[config.mk]
export PLATFORM = sky130hd
export DESIGN_NAME = exibidor_sequencia
export DESIGN_NICKNAME = d
export VERILOG_FILES = /design/src/rtl/exibidor_sequencia.sv
export SDC_FILE = /design/constraint.sdc
export NUM_CORES = 1
export LEC_CHECK = 0
export BUFFER_PORTS_ARGS = -buffer_cell sky130_fd_sc_hd__buf_2
export CAP_MARGIN = 10
export CELL_PAD_IN_SITES_DETAIL_PLACEMENT = 0
export CELL_PAD_IN_SITES_GLOBAL_PLACEMENT = 2
export CORE_AREA = 10 10 77 79
export CTS_BUF_LIST = sky130_fd_sc_hd__clkbuf_4 sky130_fd_sc_hd__clkbuf_8
export DETAILED_ROUTE_END_ITERATION = 7
export DIE_AREA = 0 0 87 89
export GPL_TIMING_DRIVEN = 0
export PLACE_DENSITY = 0.79
export SLEW_MARGIN = 0
export SYNTH_ARGS = -nofsm -noshare
export SYNTH_HDL_FRONTEND = slang
export SYNTH_SLANG_ARGS = --single-unit
[constraint.sdc]
create_clock -name clock -period 2.5 [get_ports clock]
set_input_delay 0 -clock clock [delete_from_list [all_inputs] [get_ports clock]]
set_output_delay 0 -clock clock [all_outputs]
set_load 0.005 [all_outputs]
[src/rtl/exibidor_sequencia.sv]
// exibidor_sequencia: shows a latched word of four 2-bit indices as a timed
// one-hot LED sequence (T_ON lit cycles, T_OFF dark cycles per item), then
// pulses fim once. abortar cancels at any time. All outputs are registered.
module exibidor_sequencia #(
  parameter int T_ON  = 500,
  parameter int T_OFF = 250
) (
  input  logic       clock,
  input  logic       reset,
  input  logic       iniciar,
  input  logic [7:0] indices,
  input  logic       abortar,
  output logic [3:0] leds,
  output logic       ocupado,
  output logic       fim,
  output logic [2:0] db_estado,
  output logic [1:0] db_item
);

  // The cycle counter only has to reach max(T_ON,T_OFF)-1, never beyond.
  localparam int T_MAX = (T_ON > T_OFF) ? T_ON : T_OFF;
  localparam int CW    = (T_MAX <= 2) ? 1 : $clog2(T_MAX);
  localparam logic [CW-1:0] ON_LAST  = CW'(T_ON - 1);
  localparam logic [CW-1:0] OFF_LAST = CW'(T_OFF - 1);
  localparam logic [CW-1:0] CNT_ZERO = CW'(0);
  localparam logic [CW-1:0] CNT_UM   = CW'(1);

  typedef enum logic [2:0] {
    OCIOSO = 3'd0,
    ACENDE = 3'd1,
    APAGA  = 3'd2,
    FIM    = 3'd3
  } estado_t;

  estado_t         estado_r, estado_s;
  logic [CW-1:0]   cnt_r, cnt_s;
  logic [1:0]      item_r, item_s;
  logic [7:0]      palavra_r, palavra_s;
  logic [3:0]      leds_r, leds_s;
  logic            ocupado_r, ocupado_s;
  logic            fim_r, fim_s;

  // One-hot LED pattern for item 'item' of the latched word.
  function automatic logic [3:0] decodifica(input logic [7:0] palavra,
                                            input logic [1:0] item);
    logic [1:0] idx;
    idx = palavra[{item, 1'b0} +: 2];
    case (idx)
      2'd0:    decodifica = 4'b0001;
      2'd1:    decodifica = 4'b0010;
      2'd2:    decodifica = 4'b0100;
      2'd3:    decodifica = 4'b1000;
      default: decodifica = 4'b0000;
    endcase
  endfunction

  // Next-state, counters and next values of the registered outputs.
  always_comb begin
    estado_s  = estado_r;
    cnt_s     = cnt_r;
    item_s    = item_r;
    palavra_s = palavra_r;
    if (abortar) begin
      estado_s = OCIOSO;
      cnt_s    = CNT_ZERO;
      item_s   = 2'd0;
    end else begin
      case (estado_r)
        OCIOSO: begin
          if (iniciar) begin
            palavra_s = indices;
            cnt_s     = CNT_ZERO;
            item_s    = 2'd0;
            estado_s  = ACENDE;
          end else begin
            estado_s = OCIOSO;
          end
        end
        ACENDE: begin
          if (cnt_r == ON_LAST) begin
            cnt_s    = CNT_ZERO;
            estado_s = APAGA;
          end else begin
            cnt_s = cnt_r + CNT_UM;
          end
        end
        APAGA: begin
          if (cnt_r == OFF_LAST) begin
            cnt_s = CNT_ZERO;
            // Last item ends the sequence instead of wrapping the item counter.
            if (item_r == 2'd3) begin
              estado_s = FIM;
            end else begin
              item_s   = item_r + 2'd1;
              estado_s = ACENDE;
            end
          end else begin
            cnt_s = cnt_r + CNT_UM;
          end
        end
        FIM: begin
          estado_s = OCIOSO;
        end
        default: begin
          estado_s = OCIOSO;
          cnt_s    = CNT_ZERO;
          item_s   = 2'd0;
        end
      endcase
    end

    // Outputs are computed from next state so they can be registered with it.
    if (estado_s == ACENDE) begin
      leds_s = decodifica(palavra_s, item_s);
    end else begin
      leds_s = 4'b0000;
    end
    ocupado_s = (estado_s != OCIOSO);
    fim_s     = (estado_s == FIM);
  end

  // State, counters, latched word and registered outputs.
  always_ff @(posedge clock or negedge reset) begin
    if (!reset) begin
      estado_r  <= OCIOSO;
      cnt_r     <= CNT_ZERO;
      item_r    <= 2'd0;
      palavra_r <= 8'd0;
      leds_r    <= 4'b0000;
      ocupado_r <= 1'b0;
      fim_r     <= 1'b0;
    end else begin
      estado_r  <= estado_s;
      cnt_r     <= cnt_s;
      item_r    <= item_s;
      palavra_r <= palavra_s;
      leds_r    <= leds_s;
      ocupado_r <= ocupado_s;
      fim_r     <= fim_s;
    end
  end

  assign leds      = leds_r;
  assign ocupado   = ocupado_r;
  assign fim       = fim_r;
  assign db_estado = estado_r;
  assign db_item   = item_r;

endmodule

==> flow_metrics.py <==
metrics = {
    "power": {
        "p_int_mw": 0.7552,
        "p_clk_share_pct": 37.0,
        "vdd_ir_drop_max_uv": 210.2,
        "pwr-share-seq_pct": 50.3,
        "switchingPower_mw": 0.2347,
        "p_comb_share_pct": 12.8,
        "swShare_pct": 23.71,
        "power_leakage_nw": 0.8333,
        "powerDensity_nw_per_um2": 538.6,
    },
    "job": {
        "maxCapViolCount": 0,
    },
    "cells_and_area": {
        "final_nets": 209,
        "n_antenna_cell": 0,
        "layout.cells.non_filler": 248,
        "area_growth_pct": 22.62,
        "drive_gt1_share_pct": 22.16,
    },
    "drt": {
        "drc_errors": 0,
        "wl_mm": 3.424,
        "routedWlPerCell_um": 13.81,
        "drt-vias-per-instance": 4.984,
        "first_pass_iters": 4,
        "drtIter0Drc": 34,
        "final_antenna_net_count": 0,
        "vias": 1236,
    },
    "placed_design": {
        "dp_hpwl_mm": 2.634,
        "gp_congestion": 0.8557,
        "dp_cells": 235,
        "place_ws_ns": 0.3556,
        "io_buffers": 22,
    },
    "hold_path": {
        "hold_class": "input pin to flip-flop",
        "hold_depth": 3,
    },
    "logic_synthesis": {
        "synth_edf_count": 0,
        "syn_area_per_cell_um2": 9.427,
        "synth_top_area_share_pct": 46.74,
        "yosys.area.top_type": "dfrtp_1",
        "syn-instance-count": 159,
        "synth_flop_cell": "dfrtp_1",
        "yosysWarningCount": 0,
        "synthTopCellsByArea": "dfrtp_1, nand2_1, o21ai_0",
        "synth_commonest_cells": "nand2_1, dfrtp_1, o21ai_0",
        "synth_seq_cells": 28,
        "syn_nets": 173,
        "syn-cell-area_um2": 1499,
        "netlist-cell-type-count": 48,
        "synth_most_common_cell": "nand2_1",
        "synth-seq-area-share_pct": 46.74,
        "synthArstFlopShare_pct": 100.0,
    },
    "cts": {
        "cts-root-buf": "clkbuf_8",
        "hold_buffers": 9,
        "cts_buffers": 3,
        "cts_setup_buffers": 0,
        "post_cts_resized": 0,
        "h-tree-depth": 1,
        "clk_latency_ns": 0.28,
        "clk_path_buf_depth": 2,
        "cts_tree": "yes",
        "path_clk_slew_ns": 0.11,
        "numClockSinks": 28,
    },
    "global_routing": {
        "grt_antenna_before_repair": 0,
        "grt_pass1_vias": 1313,
        "grt-ovfl-total": 0,
        "grt_max_degree": 29,
        "grt_pass1_wl_mm": 6.037,
        "track_usage_pct": 9.602,
    },
    "worst_setup_path": {
        "crit_family": "compound AO/OA/AOI/OAI gates",
        "startpoint_type": "flip-flop",
        "crit_arrival_ns": 2.28,
        "rrSetupSlack_ns": 0.38,
        "critPathMostFrequentCell": "o21ai_0",
        "cp_slowest_cell": "dfrtp_1",
        "critPathRequiredTime_ns": 2.66,
        "crit_type": "flip-flop to flip-flop",
        "cp_cell_sequence": "ha_1 > nor4bb_1 > a21oi_1 > o21ai_0 > clkbuf_1 > o21ai_0 > nand2_1 > o21ai_0",
        "crit_buf_inv": 1,
        "r2r_cells": 8,
        "cp_slowest_stage_delay_ns": 0.43,
        "cp_num_cells": 8,
        "crit_fanout": 10,
        "endpoint_kind": "flip-flop",
    },
    "timing": {
        "finalSetupViolations": 0,
        "rsz0062_at_grt": "no",
        "fin_crit_sh_pct": 84.92,
        "fin_crit_ns": 2.123,
        "max_freq_ghz": 0.4710,
        "hold_violations": 0,
        "worstMarginPinSlew_ns": 0.6329,
        "setup_tns_ns": 0,
        "maxSlewHeadroom_pct": 57.81,
        "clock_skew_ns": 0.009321,
        "setup_slack_ns": 0.3770,
        "slew_viol_final": 0,
    },
    "floorplanning": {
        "initial_utilization_pct": 33.05,
        "die_h_um": 89,
        "dieArea_um2": 7743,
        "core_um2": 4536,
        "die_w_um": 87,
        "num_io_pins": 23,
        "fp-row-count": 25,
    },
    "run_status": {
        "status": "finished clean",
    },
}
## cell usage in the layout, fill, tap and decap left out, types with 3 or more instances in the layout
master / netlist / layout
o21ai_1: 3 / 3
o22ai_1: 3 / 3
nor3_1: 4 / 4
dlygate4sd3_1: 0 / 9
a21oi_1: 8 / 8
nor2_1: 9 / 9
and2_1: 3 / 3
dfrtp_1: 28 / 28
buf_2: 2 / 24
nand3_1: 4 / 4
o21ai_0: 11 / 11
inv_1: 4 / 4
nand2b_1: 5 / 5
nand2_1: 34 / 34
clkbuf_8: 0 / 3
## stage by stage
step           area (µm²)  util [%]  hold WS (ns)  total power, mW
3_3_place_gp         1677     36.97       0.05910           0.6226
5_1_grt              1838     40.52        0.1206            1.042
2_1_floorplan        1499         -       -0.2956           0.5808
6_report             1838     40.52        0.1078           0.9899
3_5_place_dp         1677     36.97       0.06686           0.6254
4_1_cts              1838     40.52        0.1039            1.001
## per-layer routing
metal	up-vias	routed length [µm]	track usage (%)
met2	15	1745	17.46
met3	4	128	2.461
met1	582	1512	10.60
li1	635	-	-
met5	-	0	0
met4	0	38	3.093
## area by class of cell
type	instances	area, µm²
sequential	28	700.7
multi-input combinational	122	757.0
clock inverter	1	30.03
buffer	4	21.27
clock buffer	3	41.29
tap	54	67.56
fill	454	2698
inverter	5	20.02
timing repair buffer	31	200.2
## path summary, 6_finish.rpt
kind | endpoint | startpoint
worst min register to register | palavra_r[1]$_DFF_PN0_ | palavra_r[1]$_DFF_PN0_
max in group asynchronous | fim$_DFF_PN0_ | reset
min in group asynchronous | cnt_r[5]$_DFFE_PN0P_ | reset
worst max-delay path | cnt_r[3]$_DFFE_PN0P_ | cnt_r[0]$_DFFE_PN0P_
worst max register to register | cnt_r[3]$_DFFE_PN0P_ | cnt_r[0]$_DFFE_PN0P_
worst min-delay path | db_estado[1]$_DFF_PN0_ | abortar
## power groups by stage
stage | Combinational (mW) | Sequential (mW) | Clock, mW
floorplan | 0.0763 | 0.504 | 0
global placement | 0.116 | 0.507 | 0
detailed placement | 0.118 | 0.507 | 0
CTS | 0.130 | 0.498 | 0.374
global route | 0.146 | 0.503 | 0.394
finish | 0.126 | 0.498 | 0.366
## kinds of logic after synthesis
group / after synthesis / share of synthesized area (%)
multiplexers: 1 / 0.6678
AO/OA/AOI/OAI: 39 / 18.53
flip-flops: 28 / 46.74
XOR/XNOR: 3 / 1.753
other: 1 / 0.2502
buffers and inverters: 9 / 2.754
adder cells (fa/ha/maj): 2 / 1.669
AND/OR/NAND/NOR: 76 / 27.63
## worst reg2reg max path, delay by kind of cell, from the launching register on
family,cells,cell delay (ns)
AO/OA/AOI/OAI,4,0.56
adder cells (fa/ha/maj),1,0.24
buffers and inverters,1,0.35
flip-flops,1,0.43
AND/OR/NAND/NOR,2,0.42
## state kept, by name, indices dropped and copies added (netlist names)
| name | count |
|---|---|
| fim | 1 |
| leds | 4 |
| palavra_r | 8 |
| ocupado | 1 |
| cnt_r | 9 |
| db_estado | 3 |
| db_item | 2 |
(Power assumes the default switching activity.)
